--- config.mk ---
export PLATFORM = sky130hd
export DESIGN_NAME = video_sync_analyser
export DESIGN_NICKNAME = d
export VERILOG_FILES = /design/src/rtl/video_sync_analyser.sv
export SDC_FILE = /design/constraint.sdc
export NUM_CORES = 1
export LEC_CHECK = 0
export ABC_AREA = 1
export CAP_MARGIN = 20
export CORE_ASPECT_RATIO = 1.75
export CORE_MARGIN = 4
export CORE_UTILIZATION = 60
export CTS_CLUSTER_DIAMETER = 40
export DETAILED_ROUTE_END_ITERATION = 16
export HOLD_SLACK_MARGIN = 0.15
export PLACE_DENSITY = 0.93
export SLEW_MARGIN = 30
export SYNTH_ARGS = -nofsm -noshare
export SYNTH_HDL_FRONTEND = slang
export SYNTH_SLANG_ARGS = --single-unit
--- constraint.sdc ---
create_clock -name i_Clk -period 4.2 [get_ports i_Clk]
set_clock_uncertainty 0.05 [all_clocks]
set_input_delay 0.84 -clock i_Clk [delete_from_list [all_inputs] [get_ports i_Clk]]
set_output_delay 0.84 -clock i_Clk [all_outputs]
set_load 0.05 [all_outputs]
--- src/rtl/video_sync_analyser.sv ---
// Measures line and frame timing of a sync/blank video stream, declares lock after a run
// of identical frames, and produces registered active-area pixel coordinates.
module video_sync_analyser #(
    parameter int unsigned C_COUNT_WIDTH = 12,
    parameter int unsigned C_LOCK_FRAMES = 2
) (
    input  logic                     i_Clk,
    input  logic                     i_nRst,
    input  logic                     i_nHSync,
    input  logic                     i_nVSync,
    input  logic                     i_nHBlank,
    input  logic                     i_nVBlank,
    output logic                     o_Locked,
    output logic [C_COUNT_WIDTH-1:0] o_HTotal,
    output logic [C_COUNT_WIDTH-1:0] o_VTotal,
    output logic [C_COUNT_WIDTH-1:0] o_Width,
    output logic [C_COUNT_WIDTH-1:0] o_Height,
    output logic [C_COUNT_WIDTH-1:0] o_HSyncWidth,
    output logic [C_COUNT_WIDTH-1:0] o_VSyncLines,
    output logic                     o_FrameStart,
    output logic                     o_Active,
    output logic [C_COUNT_WIDTH-1:0] o_PixelX,
    output logic [C_COUNT_WIDTH-1:0] o_PixelY
);
    typedef logic [C_COUNT_WIDTH-1:0] cnt_t;
    typedef enum logic [1:0] {
        ST_SEARCH  = 2'd0,
        ST_CAPTURE = 2'd1,
        ST_TRACK   = 2'd2,
        ST_LOCKED  = 2'd3
    } state_t;

    localparam cnt_t       CNT_ZERO    = {C_COUNT_WIDTH{1'b0}};
    localparam cnt_t       CNT_ONE     = {{(C_COUNT_WIDTH-1){1'b0}}, 1'b1};
    localparam cnt_t       CNT_MAX     = {C_COUNT_WIDTH{1'b1}};
    localparam logic [3:0] LOCK_TARGET = 4'(C_LOCK_FRAMES);

    function automatic cnt_t sat_inc(input cnt_t value);
        if (value == CNT_MAX) begin
            return CNT_MAX;
        end else begin
            return value + CNT_ONE;
        end
    endfunction

    state_t     state_q, state_d;
    logic       hs_prev_q, hs_prev_d, vs_prev_q, vs_prev_d, first_line_q, first_line_d;
    logic       frame_bad_q, frame_bad_d, locked_q, locked_d, frame_start_q, frame_start_d;
    logic       active_q, active_d;
    logic [3:0] match_q, match_d;
    cnt_t       h_cnt_q, h_cnt_d, line_act_q, line_act_d, prev_total_q, prev_total_d;
    cnt_t       v_cnt_q, v_cnt_d, frame_w_q, frame_w_d, frame_h_q, frame_h_d;
    cnt_t       hs_low_q, hs_low_d, vs_lines_q, vs_lines_d;
    cnt_t       ref_ht_q, ref_ht_d, ref_vt_q, ref_vt_d, ref_w_q, ref_w_d, ref_h_q, ref_h_d;
    cnt_t       htotal_q, htotal_d, vtotal_q, vtotal_d, width_q, width_d, height_q, height_d;
    cnt_t       hsync_width_q, hsync_width_d, vsync_lines_q, vsync_lines_d;
    cnt_t       pixel_x_q, pixel_x_d, pixel_y_q, pixel_y_d;

    logic       h_fall_s, v_fall_s, h_rise_s, v_rise_s, acc_bad_s, meas_match_s, load_s;
    cnt_t       line_total_s, acc_vcnt_s, acc_w_s, acc_h_s, meas_ht_s;

    // Next-state logic for edge detection, measurement accumulators, lock FSM and coordinates
    always_comb begin
        h_fall_s     = hs_prev_q & ~i_nHSync;
        v_fall_s     = vs_prev_q & ~i_nVSync;
        h_rise_s     = ~hs_prev_q & i_nHSync;
        v_rise_s     = ~vs_prev_q & i_nVSync;
        hs_prev_d    = i_nHSync;
        vs_prev_d    = i_nVSync;
        line_total_s = sat_inc(h_cnt_q);
        prev_total_d = prev_total_q;
        first_line_d = first_line_q;

        h_cnt_d    = h_fall_s ? CNT_ZERO : sat_inc(h_cnt_q);
        // Saturation of either horizontal counter poisons the frame being accumulated.
        acc_bad_s  = frame_bad_q
                   | (~h_fall_s & (h_cnt_q == CNT_MAX))
                   | (~h_fall_s & active_q & (line_act_q == CNT_MAX));
        if (h_fall_s) begin
            line_act_d = active_q ? CNT_ONE : CNT_ZERO;
        end else if (active_q) begin
            line_act_d = sat_inc(line_act_q);
        end else begin
            line_act_d = line_act_q;
        end

        acc_vcnt_s = v_cnt_q;
        acc_w_s    = frame_w_q;
        acc_h_s    = frame_h_q;
        if (h_fall_s) begin
            acc_vcnt_s   = sat_inc(v_cnt_q);
            acc_w_s      = (line_act_q > frame_w_q) ? line_act_q : frame_w_q;
            acc_h_s      = (line_act_q != CNT_ZERO) ? sat_inc(frame_h_q) : frame_h_q;
            acc_bad_s    = acc_bad_s | (v_cnt_q == CNT_MAX)
                         | (~first_line_q & (line_total_s != prev_total_q));
            prev_total_d = line_total_s;
            first_line_d = 1'b0;
        end else begin
            prev_total_d = prev_total_q;
        end

        meas_ht_s    = h_fall_s ? line_total_s : prev_total_q;
        meas_match_s = (meas_ht_s == ref_ht_q) && (acc_vcnt_s == ref_vt_q)
                    && (acc_w_s == ref_w_q) && (acc_h_s == ref_h_q);

        if (v_fall_s) begin
            v_cnt_d      = CNT_ZERO;
            frame_w_d    = CNT_ZERO;
            frame_h_d    = CNT_ZERO;
            frame_bad_d  = 1'b0;
            first_line_d = 1'b1;
        end else begin
            v_cnt_d      = acc_vcnt_s;
            frame_w_d    = acc_w_s;
            frame_h_d    = acc_h_s;
            frame_bad_d  = acc_bad_s;
        end

        if (h_fall_s) begin
            hs_low_d = CNT_ONE;
        end else if (!i_nHSync) begin
            hs_low_d = sat_inc(hs_low_q);
        end else begin
            hs_low_d = hs_low_q;
        end
        if (v_fall_s) begin
            vs_lines_d = h_fall_s ? CNT_ONE : CNT_ZERO;
        end else if (h_fall_s && !i_nVSync) begin
            vs_lines_d = sat_inc(vs_lines_q);
        end else begin
            vs_lines_d = vs_lines_q;
        end
        hsync_width_d = (h_rise_s && state_q != ST_SEARCH) ? hs_low_q : hsync_width_q;
        vsync_lines_d = (v_rise_s && state_q != ST_SEARCH) ? vs_lines_q : vsync_lines_q;

        state_d  = state_q;
        match_d  = match_q;
        ref_ht_d = ref_ht_q;
        ref_vt_d = ref_vt_q;
        ref_w_d  = ref_w_q;
        ref_h_d  = ref_h_q;
        load_s   = 1'b0;
        case (state_q)
            ST_SEARCH: begin
                if (v_fall_s) begin
                    state_d = ST_CAPTURE;
                end else begin
                    state_d = ST_SEARCH;
                end
            end
            ST_CAPTURE, ST_TRACK, ST_LOCKED: begin
                if (v_fall_s) begin
                    load_s = 1'b1;
                    if (state_q != ST_CAPTURE && meas_match_s && !acc_bad_s) begin
                        match_d = (match_q < LOCK_TARGET) ? match_q + 4'd1 : match_q;
                        state_d = (match_d == LOCK_TARGET) ? ST_LOCKED : state_q;
                    end else begin
                        match_d  = 4'd0;
                        ref_ht_d = meas_ht_s;
                        ref_vt_d = acc_vcnt_s;
                        ref_w_d  = acc_w_s;
                        ref_h_d  = acc_h_s;
                        state_d  = ST_TRACK;
                    end
                end else begin
                    state_d = state_q;
                end
            end
            default: begin
                state_d = ST_SEARCH;
            end
        endcase
        locked_d = (state_d == ST_LOCKED);

        if (load_s) begin
            htotal_d = meas_ht_s;
            vtotal_d = acc_vcnt_s;
            width_d  = acc_w_s;
            height_d = acc_h_s;
        end else begin
            htotal_d = htotal_q;
            vtotal_d = vtotal_q;
            width_d  = width_q;
            height_d = height_q;
        end

        frame_start_d = v_fall_s;
        active_d      = i_nHBlank & i_nVBlank;
        if (active_d) begin
            pixel_x_d = active_q ? sat_inc(pixel_x_q) : CNT_ZERO;
        end else begin
            pixel_x_d = pixel_x_q;
        end
        if (v_fall_s) begin
            pixel_y_d = CNT_ZERO;
        end else if (h_fall_s && line_act_q != CNT_ZERO) begin
            pixel_y_d = sat_inc(pixel_y_q);
        end else begin
            pixel_y_d = pixel_y_q;
        end
    end

    // All state and registered outputs, synchronous active-low reset
    always_ff @(posedge i_Clk) begin
        if (!i_nRst) begin
            state_q       <= ST_SEARCH;
            hs_prev_q     <= 1'b1;
            vs_prev_q     <= 1'b1;
            first_line_q  <= 1'b1;
            frame_bad_q   <= 1'b0;
            locked_q      <= 1'b0;
            frame_start_q <= 1'b0;
            active_q      <= 1'b0;
            match_q       <= 4'd0;
            h_cnt_q       <= CNT_ZERO;
            line_act_q    <= CNT_ZERO;
            prev_total_q  <= CNT_ZERO;
            v_cnt_q       <= CNT_ZERO;
            frame_w_q     <= CNT_ZERO;
            frame_h_q     <= CNT_ZERO;
            hs_low_q      <= CNT_ZERO;
            vs_lines_q    <= CNT_ZERO;
            ref_ht_q      <= CNT_ZERO;
            ref_vt_q      <= CNT_ZERO;
            ref_w_q       <= CNT_ZERO;
            ref_h_q       <= CNT_ZERO;
            htotal_q      <= CNT_ZERO;
            vtotal_q      <= CNT_ZERO;
            width_q       <= CNT_ZERO;
            height_q      <= CNT_ZERO;
            hsync_width_q <= CNT_ZERO;
            vsync_lines_q <= CNT_ZERO;
            pixel_x_q     <= CNT_ZERO;
            pixel_y_q     <= CNT_ZERO;
        end else begin
            state_q       <= state_d;
            hs_prev_q     <= hs_prev_d;
            vs_prev_q     <= vs_prev_d;
            first_line_q  <= first_line_d;
            frame_bad_q   <= frame_bad_d;
            locked_q      <= locked_d;
            frame_start_q <= frame_start_d;
            active_q      <= active_d;
            match_q       <= match_d;
            h_cnt_q       <= h_cnt_d;
            line_act_q    <= line_act_d;
            prev_total_q  <= prev_total_d;
            v_cnt_q       <= v_cnt_d;
            frame_w_q     <= frame_w_d;
            frame_h_q     <= frame_h_d;
            hs_low_q      <= hs_low_d;
            vs_lines_q    <= vs_lines_d;
            ref_ht_q      <= ref_ht_d;
            ref_vt_q      <= ref_vt_d;
            ref_w_q       <= ref_w_d;
            ref_h_q       <= ref_h_d;
            htotal_q      <= htotal_d;
            vtotal_q      <= vtotal_d;
            width_q       <= width_d;
            height_q      <= height_d;
            hsync_width_q <= hsync_width_d;
            vsync_lines_q <= vsync_lines_d;
            pixel_x_q     <= pixel_x_d;
            pixel_y_q     <= pixel_y_d;
        end
    end

    assign o_Locked     = locked_q;
    assign o_HTotal     = htotal_q;
    assign o_VTotal     = vtotal_q;
    assign o_Width      = width_q;
    assign o_Height     = height_q;
    assign o_HSyncWidth = hsync_width_q;
    assign o_VSyncLines = vsync_lines_q;
    assign o_FrameStart = frame_start_q;
    assign o_Active     = active_q;
    assign o_PixelX     = pixel_x_q;
    assign o_PixelY     = pixel_y_q;
endmodule

# Word-level counts from Yosys, hierarchy flattened
# Cells that the tools add are included.
[classes]
magnitude_cmp = 2
bitwise = 21
mux = 33
eq_ne = 20
reduce_logical = 21
n_addsub = 9
[ops]
columns = ["cell", "count"]
rows = [
  ["$mux W12", 19],
  ["$add A12 B1 Y12 const B", 8],
  ["$eq A12 B12 Y1 const B", 8],
  ["$eq A12 B12 Y1", 4],
  ["$gt A12 B12 Y1", 1],
  ["$ne A12 B12 Y1", 1],
  ["$reduce_bool A12 Y1", 1],
  ["$and A1 B1 Y1", 9],
  ["$logic_and A1 B1 Y1", 9],
  ["$mux W1", 8],
  ["$mux W4", 2],
  ["$not A1 Y1", 8],
  ["$eq A2 B2 Y1 const B", 3],
  ["$mux W2", 3],
  ["$reduce_bool A2 Y1", 3],
  ["$add A4 B1 Y4 const B", 1],
  ["$eq A4 B2 Y1 const B", 1],
  ["$lt A4 B2 Y1 const B", 1],
  ["$ne A2 B1 Y1 const B", 2],
  ["$or A1 B1 Y1", 4],
  ["$pmux W2 S2", 1],
  ["$reduce_or A2 Y1", 2],
  ["$reduce_and A3 Y1", 1],
  ["$reduce_or A3 Y1", 1],
  ["other kinds (4)", 5],
]
[totals]
register_bits = 253
wordCells = 136
output_inout_bits = 99
input_bits = 6

# Depth between registers and ports, before layout
# Gate-level depths: netlist of the first run.
[depth]
depth_word = 15
mapped_depth = 24
depth_no_buf = 22

# Worst setup path after synthesis of the first run
# No wires, ideal clock.
[synth_timing]
kind = "input port to flip-flop"
start = "input i_nHSync"
end = "register ref_h_q[10]"
setup_ns = 0.123
n_path_buf = 3
required_time_ns = 4.027
arrival_ns = 2.731
path_stages = 17
path_slack_ns = 1.296
cell_sequence = "buf_2 clkinv_2 nand2_4 nor2_4 nand4_2 buf_2 nand3_1 nand2_1 nor2_1 nand2_1 nor2_1 nand2_1 nor2_1 nand3_2 nor2_2 clkbuf_2 o21ai_0"
[synth_between]
elab_chain_cells = 13
word_cells_on_any_way = 27
cone_classes = "eq/ne (4); mux (5); bitwise (11); reduce/logical (7)"
[synth_rtl]
columns = ["item", "line", "text"]
rows = [
  ["from (decl)", "9", "input logic i_nHSync,"],
  ["$not A1 Y1 *", "64", "h_fall_s = hs_prev_q & ~i_nHSync;"],
  ["$and A1 B1 Y1 *", "64", ""],
  ["$not A1 Y1", "77, 78", ""],
  ["$and A1 B1 Y1 (on tied branches)", "77, 78", ""],
  ["$or A1 B1 Y1 / $and A1 B1 Y1 (equally long branches)", "77, 78", ""],
  ["$or A1 B1 Y1", "78", "| (~h_fall_s & active_q & (line_act_q == CNT_MAX));"],
  ["$or A1 B1 Y1", "94", "acc_bad_s = acc_bad_s | (v_cnt_q == CNT_MAX)"],
  ["$or A1 B1 Y1", "95", "| (~first_line_q & (line_total_s != prev_total_q));"],
  ["$mux W1", "90", "if (h_fall_s) begin"],
  ["$logic_not A1 Y1", "154", "if (state_q != ST_CAPTURE && meas_match_s && !acc_bad_s) begin"],
  ["$logic_and A1 B1 Y1", "154", ""],
  ["$not A1 Y1 (no line)", "--", ""],
  ["$reduce_and A3 Y1 (no line)", "--", ""],
  ["to (signal assigned)", "256", "ref_h_q <= ref_h_d;"],
  ["to (decl)", "54", "cnt_t ref_ht_q, ref_ht_d, ref_vt_q, ref_vt_d, ref_w_q, ref_w_d, ref_h_q, ref_h_d;"],
]
# Every way passes the cells marked *; elsewhere a longest branch is shown, timed or not.
# A chain may end at the register's enable or synchronous reset.

# Final worst setup path of the first run
[layout_timing]
start = "input i_nHSync"
end = "register locked_q (netlist: o_Locked)"
[layout_between]
elab_chain_cells = 15
word_cells_on_any_way = 29
cone_classes = "eq/ne (5); mux (8); bitwise (10); reduce/logical (6)"
[layout_rtl]
columns = ["item", "line", "text"]
rows = [
  ["$not A1 Y1 *", "64", ""],
  ["$and A1 B1 Y1 *", "64", ""],
  ["$not A1 Y1", "77, 78", ""],
  ["$and A1 B1 Y1 (on tied branches)", "77, 78", ""],
  ["$or A1 B1 Y1 / $and A1 B1 Y1 (equally long branches)", "77, 78", ""],
  ["$or A1 B1 Y1", "78", ""],
  ["$or A1 B1 Y1", "94", ""],
  ["$or A1 B1 Y1", "95", ""],
  ["$mux W1", "90", ""],
  ["$logic_not A1 Y1", "154", ""],
  ["$logic_and A1 B1 Y1 *", "154", ""],
  ["$mux W2 *", "154", ""],
  ["$mux W2 *", "152", "if (v_fall_s) begin"],
  ["$pmux W2 S2 *", "143", "case (state_q)"],
  ["$eq A2 B2 Y1 *", "173", "locked_d = (state_d == ST_LOCKED);"],
  ["to (signal assigned)", "241", "locked_q <= locked_d;"],
  ["to (decl)", "48", "logic frame_bad_q, frame_bad_d, locked_q, locked_d, frame_start_q, frame_start_d;"],
]
# Marks and branches as above.

==> impl_metrics.json, run 1 <==
{
  "cp_common_cell": "nand2_1",
  "grt_pass1_vias": 12400,
  "fp.dieArea_sq_mm": 0.0229,
  "synth_top_area_share_pct": 41.4,
  "fin_cells": 2167,
  "synth_nets": 1842,
  "numCtsBuffers": 27,
  "slew_viol_final": 0,
  "grtUsageTotal_pct": 29.8,
  "finalWorstSetupSlack_ns": 0.448,
  "critPathKind": "input pin to flip-flop",
  "cts_resized": 0,
  "drt-pass1-iter-count": 5,
  "timing.hold.ws_ns": 0.387,
  "num-fill-cells": 1548,
  "cts_root_buffer": "clkbuf_16",
  "cp-end-kind": "flip-flop",
  "power_mw": 6.25,
  "min_path_cells": 2,
  "overflow": 0,
  "ys_seq_elements": 253,
  "core_area_sq_mm": 0.0199,
  "cp_data_arrival_time_ns": 4.17,
  "seq_area_frac_synth_pct": 41.4,
  "power_leakage_nw": 6.17,
  "area_growth_pct": 17.6,
  "maxSlewHeadroom_pct": 35.8,
  "drive_gt1_share_pct": 5.05,
  "cap_violations": 0,
  "mostFrequentLayoutCell": "nand2_1",
  "ir_drop_uv": 376,
  "setup-violations-final": 0,
  "tightest_slew_ns": 0.963,
  "min_from": "match_q[3]",
  "run_status": "completed",
  "clk_pin_slew_ns": 0.07,
  "avgSynthCellArea_sq_um": 6.75,
  "wirelength_um": 34500,
  "worstPathMaxFanout": 21,
  "clock_latency_ns": 0.54,
  "dpl.hpwl_um": 24100,
  "pin_count": 105,
  "cts.sinks": 253,
  "holdCritPathClass": "flip-flop to flip-flop",
  "antenna_found_initial": 0,
  "nets": 1932,
  "r2r-end": "o_Locked",
  "worstPathCellList": "clkdlybuf4s50_1, clkinv_2, nand2_4, nor2_4, nand4_2, nand2_1, nand2_1, a21oi_1, nand2_1, nor2_1, nand2_1, nor2_1, nand3_2, o21ai_0, nand2_1, nor2_1",
  "grt_max_degree": 97,
  "syn_inst": 1814,
  "cts_tree": "built",
  "synth_top_area_cell": "dfxtp_1",
  "yosysWarnings": 0,
  "die_y_um": 197,
  "die_x_um": 116,
  "startpoint_type": "input pin",
  "placementRows": 68,
  "htreeDepth": 1,
  "gp_congestion": 0.957,
  "fin_crit_ns": 3.75,
  "wl_per_cell_um": 15.9,
  "synth.area.top_cells": "dfxtp_1 (41%), nand2_1 (15%), nand3_1 (8.2%)",
  "vias": 12400,
  "post_cts_buffers": 0,
  "rsz0062_at_grt": "no",
  "grt_pass1_wl_um": 56500,
  "cpPeakStageDelay_ns": 0.49,
  "dp_cells": 2120,
  "start_util_pct": 61.5,
  "syn_area_sq_mm": 0.0122,
  "pwr_density_cell_mw_per_mm2": 434,
  "final_cell_mix": "nand2_1 (499), dfxtp_1 (253), inv_1 (206)",
  "num_antenna_cells": 0,
  "pre_cts_slack_ns": -0.0115,
  "port_buffers": 104,
  "reg2reg_from": "h_cnt_q[0]",
  "cts_buffer_depth": 3,
  "cp.required_ns": 4.62,
  "ys_types": 45,
  "ant_nets": 0,
  "slowest_stage": "clkdlybuf4s50_1",
  "min_to": "match_q[3]",
  "drt_iter0_drc": 903,
  "reg2reg_depth": 19,
  "fmax_mhz": 267,
  "vias_per_cell": 5.74,
  "finalHoldViolations": 0,
  "drc": 0,
  "finalCritPeriodShare_pct": 89.3,
  "rrSetupSlack_ns": 0.60,
  "hold_buffers": 0
}
metrics by stage:
step / setup TNS (ns) / utilization, % / instance area (sq um)
after floorplan: 0 / - / 12200
after global placement: 0 / 67.8 / 13500
after global routing: 0 / 72.4 / 14400
final: 0 / 72.4 / 14400
after CTS: 0 / 72.4 / 14400
after detailed placement: -0.0115 / 67.8 / 13500
cell families after synthesis:
group | Yosys count | share of synthesized area [%]
flip-flops | 253 | 41.4
adder cells (fa/ha/maj) | 22 | 2.25
AO/OA/AOI/OAI | 247 | 10.7
AND/OR/NAND/NOR | 980 | 34.4
buffers and inverters | 285 | 9.33
XOR/XNOR | 27 | 1.93
cell type report:
cell class | count | area (sq um) | area share, %
multi-input combinational | 1276 | 6040 | 41.9
sequential | 253 | 5060 | 35.2
timing repair buffer | 128 | 1270 | 8.81
inverter | 218 | 820 | 5.69
clock buffer | 35 | 736 | 5.11
tap | 245 | 307 | 2.13
clock inverter | 12 | 170 | 1.18
worst max path at each step:
stage                       end  startpoint
finish                 o_Locked    i_nHSync
CTS                    o_Locked    i_nHSync
detailed placement     o_Locked    i_nHSync
global placement       o_Locked    i_nHSync
floorplan           ref_h_q[10]    i_nHSync
global route         match_q[1]    i_nHSync
power breakdown:
group	switching, mW	internal (mW)
clock	1.02	1.44
combinational	0.922	0.359
sequential	0.0405	2.47
total	1.98	4.27
cells in the mapped netlist (all sizes together):
cell type  number
o2111ai         1
a21boi          1
and3            3
a21o            1
nand3b         26
inv           213
xor2           19
a41oi           1
dfxtp         253
o21bai          3
o21ai         118
ha             22
nand3         203
o311ai          1
buf            26
nor3           20
clkbuf         41
nand4          30
a21oi         103
clkinv          5
a31oi          11
a211oi          1
or2             3
nor4            3
nand2         503
o31ai           2
o211ai          4
nor2          189
xnor2           8
routing by layer:
| layer | wire [um] | GRT usage (%) |
|---|---|---|
| met1 | 12200 | 31.3 |
| met2 | 17400 | 53.3 |
| met3 | 2470 | 5.71 |
| met4 | 2360 | 18.7 |
| met5 | 0 | 0 |
worst max-delay path, delay by kind of cell:
kind                   cells  cell delay (ns)
AOI/OAI and AO/OA          2             0.71
and+or+nand+nor           12             1.97
buffers and inverters      2             0.64
No activity file was read; power rests on OpenSTA's default activity.
==> run 2: changes to the inputs <==
--- a/config.mk
+++ b/config.mk
@@ -8,12 +8,12 @@
 export ABC_AREA = 1
 export CAP_MARGIN = 20
 export CORE_ASPECT_RATIO = 1.75
-export CORE_MARGIN = 4
-export CORE_UTILIZATION = 60
+export CORE_UTILIZATION = 63
 export CTS_CLUSTER_DIAMETER = 40
 export DETAILED_ROUTE_END_ITERATION = 16
 export HOLD_SLACK_MARGIN = 0.15
-export PLACE_DENSITY = 0.93
+export PLACE_DENSITY = 0.95
+export SKIP_CTS_REPAIR_TIMING = 1
 export SLEW_MARGIN = 30
 export SYNTH_ARGS = -nofsm -noshare
 export SYNTH_HDL_FRONTEND = slang
==> impl_metrics.json, run 2 (synthesized netlist as in run 1, its figures left out) <==
{
  "cap_violations": 0,
  "worst-path-buf-inv": 3,
  "tightest_slew_ns": 0.928,
  "fmax_mhz": 272,
  "port_buffers": 104,
  "grt_pass1_vias": 12800,
  "min_path_cells": 2,
  "vias": 12600,
  "finalWorstSetupSlack_ns": 0.520,
  "drt-pass1-iter-count": 5,
  "finalHoldViolations": 0,
  "pwr_density_cell_mw_per_mm2": 421,
  "dpl.hpwl_um": 23200,
  "place_area_sq_mm": 0.0135,
  "min_from": "match_q[3]",
  "setup-violations-final": 0,
  "fp.dieArea_sq_mm": 0.0200,
  "finalSetupTns_ns": 0,
  "area_growth_pct": 16.6,
  "postLayoutCoreUtil_pct": 74.7,
  "use_met3_pct": 6.57,
  "final_area_sq_mm": 0.0143,
  "drt_iter0_drc": 1073,
  "antenna_found_initial": 0,
  "r2r-end": "ref_w_q[4]",
  "wl_per_cell_um": 15.8,
  "die_y_um": 186,
  "cp-end-kind": "flip-flop",
  "clock_latency_ns": 0.53,
  "worstPathMaxFanout": 18,
  "multi_input_area_sq_mm": 0.00605,
  "pre_cts_slack_ns": 0.111,
  "run_status": "completed",
  "rrSetupSlack_ns": 0.59,
  "reg2reg_from": "line_act_q[10]",
  "fin_crit_ns": 3.68,
  "cp_data_arrival_time_ns": 4.06,
  "grt_pass1_wl_um": 57800,
  "placementRows": 67,
  "die_x_um": 107,
  "rsz0062_at_grt": "no",
  "overflow": 0,
  "slew_viol_final": 0,
  "reg2reg_depth": 19,
  "drc": 0,
  "pin_count": 105,
  "ir_drop_uv": 314,
  "min_to": "match_q[3]",
  "final_cell_mix": "nand2_1 (498), dfxtp_1 (253), inv_1 (206)",
  "nets": 1929,
  "cts_root_buffer": "clkbuf_16",
  "core_area_sq_mm": 0.0191,
  "grtUsageTotal_pct": 35.3,
  "gp_congestion": 0.994,
  "cts_buffer_depth": 3,
  "mostFrequentLayoutCell": "nand2_1",
  "num_antenna_cells": 0,
  "clk_pin_slew_ns": 0.06,
  "critPathKind": "input pin to flip-flop",
  "wirelength_um": 34100,
  "holdCritPathClass": "flip-flop to flip-flop",
  "cts.sinks": 253,
  "ant_nets": 0,
  "cp.required_ns": 4.58,
  "seq_area_sq_mm": 0.00506,
  "worstPathCellList": "clkdlybuf4s50_1, clkinv_2, nand2_4, nor2_4, nand4_2, nand2_1, nand2_1, nand2_1, nand2_1, nor2_1, nand2_1, nor2_1, nand2_1, nor2_1, nand2_1, o21bai_4, buf_4, nand3_1, o21ai_0",
  "power_leakage_nw": 6.10,
  "htreeDepth": 1,
  "finalCritPeriodShare_pct": 87.6,
  "numCtsBuffers": 25,
  "cp_common_cell": "nand2_1",
  "grt_max_degree": 85,
  "startpoint_type": "input pin",
  "maxSlewHeadroom_pct": 38.1,
  "drive_gt1_share_pct": 4.96,
  "slowest_stage": "clkdlybuf4s50_1",
  "num-fill-cells": 1415,
  "cts_tree": "built",
  "start_util_pct": 64.1,
  "grtUsageMet2_pct": 61.5,
  "cpPeakStageDelay_ns": 0.57,
  "vias_per_cell": 5.86,
  "grt.busiest_layer": "met2",
  "met1_usage_pct": 37.2,
  "crit_family": "simple AND/OR/NAND/NOR gates"
}
[run 2: changes by cell type in the layout (fill, tap and decap cells not counted), moves of 2 or more]
cell,before,now
clkbuf_8,3,7
clkbuf_1,5,2
clkinv_2,4,1
inv_6,2,5
buf_12,4,2
bufinv_16,3,1
clkbuf_16,27,25
inv_8,2,0
[run 2: per-layer routing]
| metal | vias to the layer above | wire length (um) |
|---|---|---|
| met3 | 204 | 2540 |
| met2 | 658 | 17300 |
| met5 | - | 0 |
| met1 | 5763 | 12100 |
| li1 | 6019 | - |
| met4 | 0 | 2260 |
[run 2: power breakdown]
| group | internal (mW) | switching [mW] | total, mW | leakage [nW] |
|---|---|---|---|---|
| clock network | 1.28 | 0.953 | 2.23 | 0.398 |
| logic | 0.349 | 0.912 | 1.26 | 3.66 |
| registers | 2.47 | 0.0402 | 2.51 | 2.05 |
[run 2: stage by stage]
step           instances  total power [mW]  hold slack [ns]
2_1_floorplan       1814              3.44            0.359
3_3_place_gp        2115              3.69            0.369
3_5_place_dp        2115              3.74            0.369
4_1_cts             2156              5.96            0.379
5_1_grt             2156              6.27            0.413
6_report            2156              6.01            0.380
[run 2: layout make-up]
type | instances | area share, %
repair buffers | 127 | 8.65
multi-input cells | 1276 | 42.4
clock inverters | 7 | 0.569
well taps | 241 | 2.11
clock buffers | 34 | 5.11
inverters | 218 | 5.74
flip-flops and latches | 253 | 35.5
[run 2: how the worst max path moves through the flow]
stage,start,end,slack [ns],depth (start not counted)
after global placement,i_nHSync,ref_h_q[0],0.28,19
after global routing,line_act_q[10],ref_w_q[7],0.17,19
final,i_nHSync,ref_w_q[4],0.52,19
after floorplan,i_nHSync,ref_h_q[10],1.30,17
after CTS,i_nHSync,ref_w_q[4],0.56,18
after detailed placement,i_nHSync,ref_h_q[0],0.11,19
[run 2: worst reg2reg max path, stage by stage, from the launching register on]
cell and delay, ns:
dfxtp_1 0.48, ha_1 0.29, nand2_1 0.09, nor2_1 0.07, nand2_1 0.10, inv_1 0.06, nand2_1 0.08, nand3_2 0.24
nand2_2 0.32, nand2_1 0.15, nand3b_1 0.11, nand2_1 0.06, nor2_1 0.36, nand2_1 0.11, nor2_1 0.14, nand3_2 0.12
o21bai_4 0.17, buf_4 0.26, nand3_1 0.12, o21ai_0 0.14
==> run 3: changes to the inputs <==
--- a/config.mk
+++ b/config.mk
@@ -10,6 +10,7 @@
 export CORE_ASPECT_RATIO = 1.75
 export CORE_UTILIZATION = 63
 export CTS_CLUSTER_DIAMETER = 40
+export CTS_CLUSTER_SIZE = 16
 export DETAILED_ROUTE_END_ITERATION = 16
 export HOLD_SLACK_MARGIN = 0.15
 export PLACE_DENSITY = 0.95
==> impl_metrics.json, run 3 (synthesized netlist as in run 1, its figures left out) <==
{
  "vias_per_cell": 5.88,
  "slew_viol_final": 0,
  "maxSlewHeadroom_pct": 37.5,
  "drc": 0,
  "finalCritPeriodShare_pct": 90.7,
  "grt_pass1_wl_um": 57300,
  "wirelength_um": 34700,
  "drt_iter0_drc": 1177,
  "vias": 12700,
  "cap_violations": 0,
  "mostFrequentLayoutCell": "nand2_1",
  "final_cell_mix": "nand2_1 (499), dfxtp_1 (253), inv_1 (206)",
  "fmax_mhz": 262,
  "overflow": 0,
  "pwr_density_cell_mw_per_mm2": 421,
  "seq_area_sq_mm": 0.00506,
  "setup-violations-final": 0,
  "dpl.hpwl_um": 23200,
  "grtUsageTotal_pct": 35.1,
  "cp_data_arrival_time_ns": 4.19,
  "grt_pass1_vias": 12600,
  "run_status": "completed",
  "drive_gt1_share_pct": 4.61,
  "ir_drop_uv": 337,
  "holdCritPathClass": "flip-flop to flip-flop",
  "gp_congestion": 0.994,
  "multi_input_area_sq_mm": 0.00605,
  "num_antenna_cells": 0,
  "placementRows": 67,
  "antenna_found_initial": 0,
  "grt_max_degree": 85,
  "cts_tree": "built",
  "nets": 1926,
  "finalSetupTns_ns": 0,
  "rsz0062_at_grt": "no",
  "numCtsBuffers": 22,
  "cts_root_buffer": "clkbuf_16",
  "htreeDepth": 1,
  "die_y_um": 186,
  "pin_count": 105,
  "fp.dieArea_sq_mm": 0.0200,
  "finalHoldViolations": 0,
  "port_buffers": 104,
  "drt-pass1-iter-count": 9,
  "die_x_um": 107,
  "num-fill-cells": 1431,
  "core_area_sq_mm": 0.0191,
  "ant_nets": 0,
  "timing.hold.ws_ns": 0.390,
  "start_util_pct": 64.1,
  "use_met3_pct": 6.39,
  "clock_latency_ns": 0.52,
  "wl_per_cell_um": 16.1,
  "grt.busiest_layer": "met2",
  "worstPathMaxFanout": 41,
  "cp.required_ns": 4.58,
  "clk_pin_slew_ns": 0.07,
  "cts.sinks": 253,
  "critPathKind": "flip-flop to flip-flop",
  "cp-end-kind": "flip-flop",
  "area_growth_pct": 16.2,
  "startpoint_type": "flip-flop",
  "met1_usage_pct": 36.7,
  "fin_crit_ns": 3.81,
  "cts_buffer_depth": 3,
  "tightest_slew_ns": 0.937,
  "power_leakage_nw": 6.08,
  "grtUsageMet2_pct": 61.4
}
[run 3: final timing paths]
check / start / end / slack [ns] / cells past startpoint
max: line_act_q[10] / ref_h_q[4] / 0.39 / 19
min: match_q[3] / match_q[3] / 0.39 / 2
max reg2reg: line_act_q[10] / ref_h_q[4] / 0.39 / 19
min reg2reg: match_q[3] / match_q[3] / 0.39 / 2
[run 3: final cells by class]
type / count / area share (%)
inverters: 218 / 5.76
well taps: 241 / 2.12
multi-input cells: 1276 / 42.5
clock inverters: 9 / 1.13
clock buffers: 27 / 4.22
repair buffers: 127 / 8.69
flip-flops and latches: 253 / 35.6
[run 3: metal layers]
layer	routed length, um	share of wire, %	vias to the layer above
met3	2770	8.0	204
met2	17300	50	655
met5	0	0	-
met4	2410	6.9	0
li1	-	-	6002
met1	12300	35	5793
[run 3: critical path, cell delays in order (launching register included)]
cell,delay [ns]
dfxtp_1,0.48
ha_1,0.29
nand2_1,0.09
nor2_1,0.07
nand2_1,0.12
inv_1,0.07
nand2_1,0.08
nand3_2,0.22
nand2_1,0.43
nand2_1,0.17
nand3b_1,0.13
nand2_1,0.06
nor2_1,0.35
nand2_1,0.10
nor2_1,0.14
nand3_2,0.13
o21bai_4,0.18
buf_12,0.24
nand3_1,0.16
o21ai_0,0.17
[run 3: stage by stage]
| step | instances | power, mW | util, % | worst slack [ns] | instance area (sq um) |
|---|---|---|---|---|---|
| finish | 2151 | 5.98 | 74.5 | 0.390 | 14200 |
| global route | 2151 | 6.22 | 74.5 | 0.0118 | 14200 |
| CTS | 2151 | 5.92 | 74.5 | 0.571 | 14200 |
| detailed placement | 2115 | 3.74 | 70.5 | 0.111 | 13500 |
| global placement | 2115 | 3.69 | 70.5 | 0.276 | 13500 |
| floorplan | 1814 | 3.44 | - | 1.30 | 12200 |
[run 3: where the power goes]
| group | switching (mW) | internal (mW) | leakage (nW) |
|---|---|---|---|
| Sequential | 0.0399 | 2.47 | 2.05 |
| Clock | 0.940 | 1.27 | 0.372 |
| Combinational | 0.919 | 0.346 | 3.66 |
| Total | 1.90 | 4.09 | 6.08 |
